### config.mk
export PLATFORM = sky130hd
export DESIGN_NAME = filter_run_ctrl
export DESIGN_NICKNAME = d
export VERILOG_FILES = /design/src/rtl/gpu_ctrl_pkg.sv /design/src/rtl/mem_owner_mux.sv /design/src/rtl/filter_run_ctrl.sv
export SDC_FILE = /design/constraint.sdc
export NUM_CORES = 1
export LEC_CHECK = 0
export ABC_CLOCK_PERIOD_IN_PS = 4600
export CORE_AREA = 2 2 179 181
export CTS_CLUSTER_DIAMETER = 30
export DETAILED_ROUTE_END_ITERATION = 10
export DIE_AREA = 0 0 181 183
export HOLD_SLACK_MARGIN = 0.12
export MAX_ROUTING_LAYER = met4
export PLACE_DENSITY = 0.56
export SYNTH_ARGS = -nofsm -noshare
export SYNTH_HDL_FRONTEND = slang
export SYNTH_HIERARCHICAL = 1
export SYNTH_SLANG_ARGS = --single-unit
export TNS_END_PERCENT = 30
### constraint.sdc
create_clock -name CLK -period 4.6 [get_ports CLK]
set_input_delay 0.69 -clock CLK [delete_from_list [all_inputs] [get_ports CLK]]
set_output_delay 0.69 -clock CLK [all_outputs]
set_load 0.1 [all_outputs]
### src/rtl/gpu_ctrl_pkg.sv
// Shared types for the filter run controller: FSM states and 3-lane data memory widths.
package gpu_ctrl_pkg;
  localparam int LANES  = 3;
  localparam int ADDR_W = 10;
  localparam int DATA_W = 18;

  typedef logic [ADDR_W-1:0]             addr_t;
  typedef logic [LANES-1:0][DATA_W-1:0]  lane_data_t;

  typedef enum logic [1:0] {
    IDLE  = 2'd0,
    RUN   = 2'd1,
    DRAIN = 2'd2,
    DONE  = 2'd3
  } state_t;
endpackage

### src/rtl/mem_owner_mux.sv
// Combinational data-memory port mux: the filter core owns the memory while it runs,
// the host owns it otherwise.
module mem_owner_mux
  import gpu_ctrl_pkg::*;
(
  input  logic       core_owner,
  input  logic       start,
  input  logic       host_req,
  input  logic       host_we,
  input  addr_t      host_addr,
  input  lane_data_t host_wdata,
  output logic       host_gnt,
  output lane_data_t host_rdata,
  input  addr_t      core_A1,
  input  addr_t      core_A2,
  input  addr_t      core_A3,
  input  logic       core_we,
  input  lane_data_t core_wdata,
  output lane_data_t core_rdata,
  output addr_t      mem_A1,
  output addr_t      mem_A2,
  output addr_t      mem_A3,
  output logic       mem_we,
  output lane_data_t mem_wdata,
  input  lane_data_t mem_rdata
);

  // A start pulse takes priority over a host access in the same cycle.
  assign host_gnt   = !core_owner && host_req && !start;
  assign host_rdata = mem_rdata;
  assign core_rdata = mem_rdata;

  always_comb begin
    if (core_owner) begin
      mem_A1    = core_A1;
      mem_A2    = core_A2;
      mem_A3    = core_A3;
      mem_we    = core_we;
      mem_wdata = core_wdata;
    end else begin
      // Host lanes address three consecutive words; the 10-bit sum wraps naturally.
      mem_A1    = host_addr;
      mem_A2    = host_addr + addr_t'(1);
      mem_A3    = host_addr + addr_t'(2);
      mem_we    = host_gnt && host_we;
      mem_wdata = host_wdata;
    end
  end

endmodule

### src/rtl/filter_run_ctrl.sv
// Sequences one filter pass: holds the core in reset, runs it until halt or timeout,
// lets in-flight writes drain, then hands the data memory back to the host.
module filter_run_ctrl
  import gpu_ctrl_pkg::*;
#(
  parameter logic [31:0] HALT_PC      = 32'h0000_00FC,
  parameter logic [15:0] MAX_CYCLES   = 16'hFFFF,
  parameter int unsigned DRAIN_CYCLES = 4
) (
  input  logic       CLK,
  input  logic       RST,
  input  logic       start,
  input  logic       host_req,
  input  logic       host_we,
  input  addr_t      host_addr,
  input  lane_data_t host_wdata,
  output logic       host_gnt,
  output lane_data_t host_rdata,
  output logic       core_rst,
  input  logic [31:0] core_pc,
  input  addr_t      core_A1,
  input  addr_t      core_A2,
  input  addr_t      core_A3,
  input  logic       core_we,
  input  lane_data_t core_wdata,
  output lane_data_t core_rdata,
  output addr_t      mem_A1,
  output addr_t      mem_A2,
  output addr_t      mem_A3,
  output logic       mem_we,
  output lane_data_t mem_wdata,
  input  lane_data_t mem_rdata,
  output logic       busy,
  output logic       done,
  output logic       err,
  output logic [15:0] cycle_count
);

  localparam logic [15:0] DRAIN_LAST = 16'(DRAIN_CYCLES - 1);

  state_t      state;
  logic [15:0] drain_cnt;
  logic        core_owner;

  assign core_owner = (state == RUN) || (state == DRAIN);

  always_ff @(posedge CLK) begin
    if (RST) begin
      state       <= IDLE;
      core_rst    <= 1'b1;
      busy        <= 1'b0;
      done        <= 1'b0;
      err         <= 1'b0;
      cycle_count <= '0;
      drain_cnt   <= '0;
    end else begin
      case (state)
        IDLE, DONE: begin
          if (start) begin
            state       <= RUN;
            core_rst    <= 1'b0;
            busy        <= 1'b1;
            done        <= 1'b0;
            err         <= 1'b0;
            cycle_count <= '0;
            drain_cnt   <= '0;
          end
        end
        RUN: begin
          if (cycle_count != 16'hFFFF)
            cycle_count <= cycle_count + 16'd1;
          // A halt seen in the timeout cycle is a clean finish, not an error.
          if (core_pc == HALT_PC) begin
            state     <= DRAIN;
            drain_cnt <= '0;
          end else if (cycle_count == MAX_CYCLES) begin
            state     <= DRAIN;
            drain_cnt <= '0;
            err       <= 1'b1;
          end
        end
        DRAIN: begin
          if (drain_cnt == DRAIN_LAST) begin
            state    <= DONE;
            core_rst <= 1'b1;
            busy     <= 1'b0;
            done     <= 1'b1;
          end else begin
            drain_cnt <= drain_cnt + 16'd1;
          end
        end
        default: begin
          state    <= IDLE;
          core_rst <= 1'b1;
          busy     <= 1'b0;
          done     <= 1'b0;
        end
      endcase
    end
  end

  mem_owner_mux u_mux (
    .core_owner (core_owner),
    .start      (start),
    .host_req   (host_req),
    .host_we    (host_we),
    .host_addr  (host_addr),
    .host_wdata (host_wdata),
    .host_gnt   (host_gnt),
    .host_rdata (host_rdata),
    .core_A1    (core_A1),
    .core_A2    (core_A2),
    .core_A3    (core_A3),
    .core_we    (core_we),
    .core_wdata (core_wdata),
    .core_rdata (core_rdata),
    .mem_A1     (mem_A1),
    .mem_A2     (mem_A2),
    .mem_A3     (mem_A3),
    .mem_we     (mem_we),
    .mem_wdata  (mem_wdata),
    .mem_rdata  (mem_rdata)
  );

endmodule
==> impl_metrics.env <==
export IMPL_status="complete, no violations"
export IMPL_cts_hold_buf=0
export IMPL_drt_iter0_drc=207
export IMPL_syn_nets=769
export IMPL_yosys_area_share_adder_pct=2.41
export IMPL_period_share_pct=79.5
export IMPL_yosysUniqueCellTypes=56
export IMPL_core_um2=31200
export IMPL_wl_per_cell_um=18.6
export IMPL_cts_buffers=5
export IMPL_rr_endpoint="cycle_count[10]"
export IMPL_hold_path_class="flip-flop to flip-flop"
export IMPL_synth_warnings=6
export IMPL_reg2reg_from="state[0]"
export IMPL_drtAntennaViolNets=0
export IMPL_dieHeight_um=183
export IMPL_synth_top_family_by_area="buffers and inverters"
export IMPL_post_cts_resized=0
export IMPL_ys_ff_latch=38
export IMPL_critPathMaxFanout=55
export IMPL_synthMuxAreaShare_pct=17.7
export IMPL_startpoint_type="flip-flop"
export IMPL_overflow=0
export IMPL_core_rowCount=65
export IMPL_slew_headroom_pct=21.1
export IMPL_endpoint_kind="output pin"
export IMPL_min_to="drain_cnt[1]"
export IMPL_vias=4355
export IMPL_tns_ps=0
export IMPL_cts_htree_levels=2
export IMPL_critPathArrivalTime_ps=2970
export IMPL_synthSimpleGateAreaFrac_pct=23.3
export IMPL_drive_gt1_share_pct=15.3
export IMPL_grt_setup_unrepaired="no"
export IMPL_ys_flop_type="dfxtp_1"
export IMPL_tightest_slew_ps=1180
export IMPL_start_util_pct=13.3
export IMPL_cp_required_ps=3910
export IMPL_fmax_mhz=273
export IMPL_io_pins=454
export IMPL_area_growth_syn_to_layout_pct=59.6
export IMPL_synth_avg_cell_area_um2=7.98
export IMPL_clockRootBuffer="clkbuf_16"
export IMPL_syn_inst=521
export IMPL_die_w_um=181
export IMPL_viasPerCell=3.96
export IMPL_finalCriticalPeriod_ps=3660
export IMPL_hpwl_um=17500
export IMPL_die_area_um2=33100
export IMPL_whs_path_depth=2
export IMPL_clock_skew_ps=6.50
export IMPL_reg2reg_depth=9
export IMPL_synthArstFlopShare_pct=0
export IMPL_grt_max_degree=56
export IMPL_cts_tree="yes"
export IMPL_first_global_vias=4238
export IMPL_grt_first_pass_wirelength_um=28400
export IMPL_hold_viol=0
export IMPL_drc_errors=0
export IMPL_reg2reg_slack_ps=1800
export IMPL_final_nets=940
export IMPL_post_cts_buffers=0
export IMPL_gp_congestion=0.813
export IMPL_dr_pass1_iters=4
export IMPL_worstSetupPathType="flip-flop to output pin"
export IMPL_cts_buffer_depth=2
export IMPL_synth_edff_count=0
export IMPL_slew_violations=0
export IMPL_synth_area_um2=4160
export IMPL_setup_violations=0
export IMPL_clock_sinks=38
export IMPL_clock_latency_ps=280
export IMPL_clk_pin_slew_worst_paths_ps=60
export IMPL_synth_top_area_share_pct=19.5
export IMPL_numPortBuffers=291
export IMPL_yosys_area_top_type="buf_4"
export IMPL_yosys_top_cells_area="buf_4, dfxtp_1, mux2_1"
export IMPL_grt_use_total_pct=11.8
export IMPL_synth_seq_area_share_pct=18.3
export IMPL_cap_violations=0
export IMPL_grt_antenna_before_repair=7
export IMPL_synth_compound_area_share_pct=11.0
export IMPL_min_from="drain_cnt[1]"
export IMPL_wl_um=20500
export IMPL_synth_xor_area_share_pct=3.58
-- area by class of cell --
class | count | area [um2]
Multi-Input combinational cell | 340 | 2420
Antenna cell | 6 | 15.0
Clock buffer | 6 | 139
Inverter | 11 | 48.8
Tap cell | 402 | 503
Sequential cell | 38 | 761
Timing Repair Buffer | 296 | 2740
Clock inverter | 2 | 12.5
Fill cell | 3452 | 24600
-- critical path, cell delays in order (launching register included) --
cell and delay [ps]:
dfxtp_1 390, inv_1 60, ha_1 360, inv_4 460, buf_4 680, mux2_1 430, buf_4 250
-- flip-flops by register name, summed over array words and instances (netlist names) --
register     cells
state            2
busy             1
done             1
cycle_count     16
core_rst         1
drain_cnt       16
err              1
-- how the worst max path moves through the flow --
stage / startpoint / depth (start not counted) / endpoint / slack, ps
finish: state[0] / 6 / mem_wdata[39] / 940
global route: state[0] / 8 / mem_A3[6] / 730
CTS: state[0] / 6 / mem_wdata[37] / 890
detailed placement: host_addr[0] / 4 / mem_A2[1] / 1060
global placement: host_addr[0] / 4 / mem_A2[1] / 1070
floorplan: state[0] / 6 / mem_we / 760
-- synthesized netlist by cell type (4+ instances only) --
cell / n
xnor2_1: 5
o21ai_1: 8
buf_2: 9
ha_1: 8
dfxtp_1: 38
nand2b_1: 5
mux2_1: 61
and3_1: 5
nor4_1: 11
mux2i_1: 5
or3_1: 5
xor2_1: 12
a21oi_1: 18
a21o_1: 4
nand3b_1: 6
nand3_1: 27
nor2_1: 25
nor3_1: 7
or4_1: 7
buf_4: 108
inv_1: 10
clkbuf_1: 10
o21ai_0: 7
a31oi_1: 11
nand2_1: 48
nand4_1: 9
nand4b_1: 6
-- cells in the final DEF, fill, tap and decap left out, types with 3 or more instances in the layout --
| master | Yosys | layout |
|---|---|---|
| clkdlybuf4s50_1 | 0 | 207 |
| buf_4 | 108 | 89 |
| mux2_1 | 61 | 61 |
| nand2_1 | 48 | 48 |
| dfxtp_1 | 38 | 38 |
| nand3_1 | 27 | 27 |
| nor2_1 | 25 | 25 |
| a21oi_1 | 18 | 18 |
| xor2_1 | 12 | 12 |
| nor4_1 | 11 | 11 |
| a31oi_1 | 11 | 11 |
| inv_1 | 10 | 9 |
| nand4_1 | 9 | 9 |
| ha_1 | 8 | 8 |
| o21ai_1 | 8 | 8 |
| nor3_1 | 7 | 7 |
| or4_1 | 7 | 7 |
| o21ai_0 | 7 | 7 |
| diode_2 | 0 | 6 |
| nand3b_1 | 6 | 6 |
| nand4b_1 | 6 | 6 |
| and3_1 | 5 | 5 |
| nand2b_1 | 5 | 5 |
| xnor2_1 | 5 | 5 |
| or3_1 | 5 | 5 |
| mux2i_1 | 5 | 5 |
| clkbuf_16 | 0 | 5 |
| a21o_1 | 4 | 4 |
| and4_1 | 3 | 3 |
| nor4b_1 | 3 | 3 |
-- metal layers --
layer  wire, um  part of all wire [%]  global-route usage (%)
met1       8030                    39                    12.7
met2       9830                    48                    20.1
met3       2450                    12                    6.06
met4        151                  0.74                    1.33
met5          0                     0                       -
-- logic make-up (layout without fill, tap and decap cells) --
kind of cell	Yosys count	count (layout)
DFF	38	38
muxes	66	66
AOI/OAI and AO/OA	71	71
buffers and inverters	143	315
and+or+nand+nor	178	178
adders and majority gates	8	8
other	0	6
xor gates and xnor gates	17	17
-- metrics by stage --
stage	setup WS, ps	hold WS (ps)	utilization, %	instance area [um2]	cells
5_1_grt	730	506	21.3	6640	1101
4_1_cts	888	471	21.2	6620	1095
2_1_floorplan	757	444	-	4160	521
6_report	944	469	21.3	6640	1101
3_5_place_dp	1060	463	20.7	6470	1087
3_3_place_gp	1070	455	20.7	6470	1087
Power is left out: the tool's default activity adds up to more than one toggle a clock period on the data nets, which glitch-free logic cannot reach.
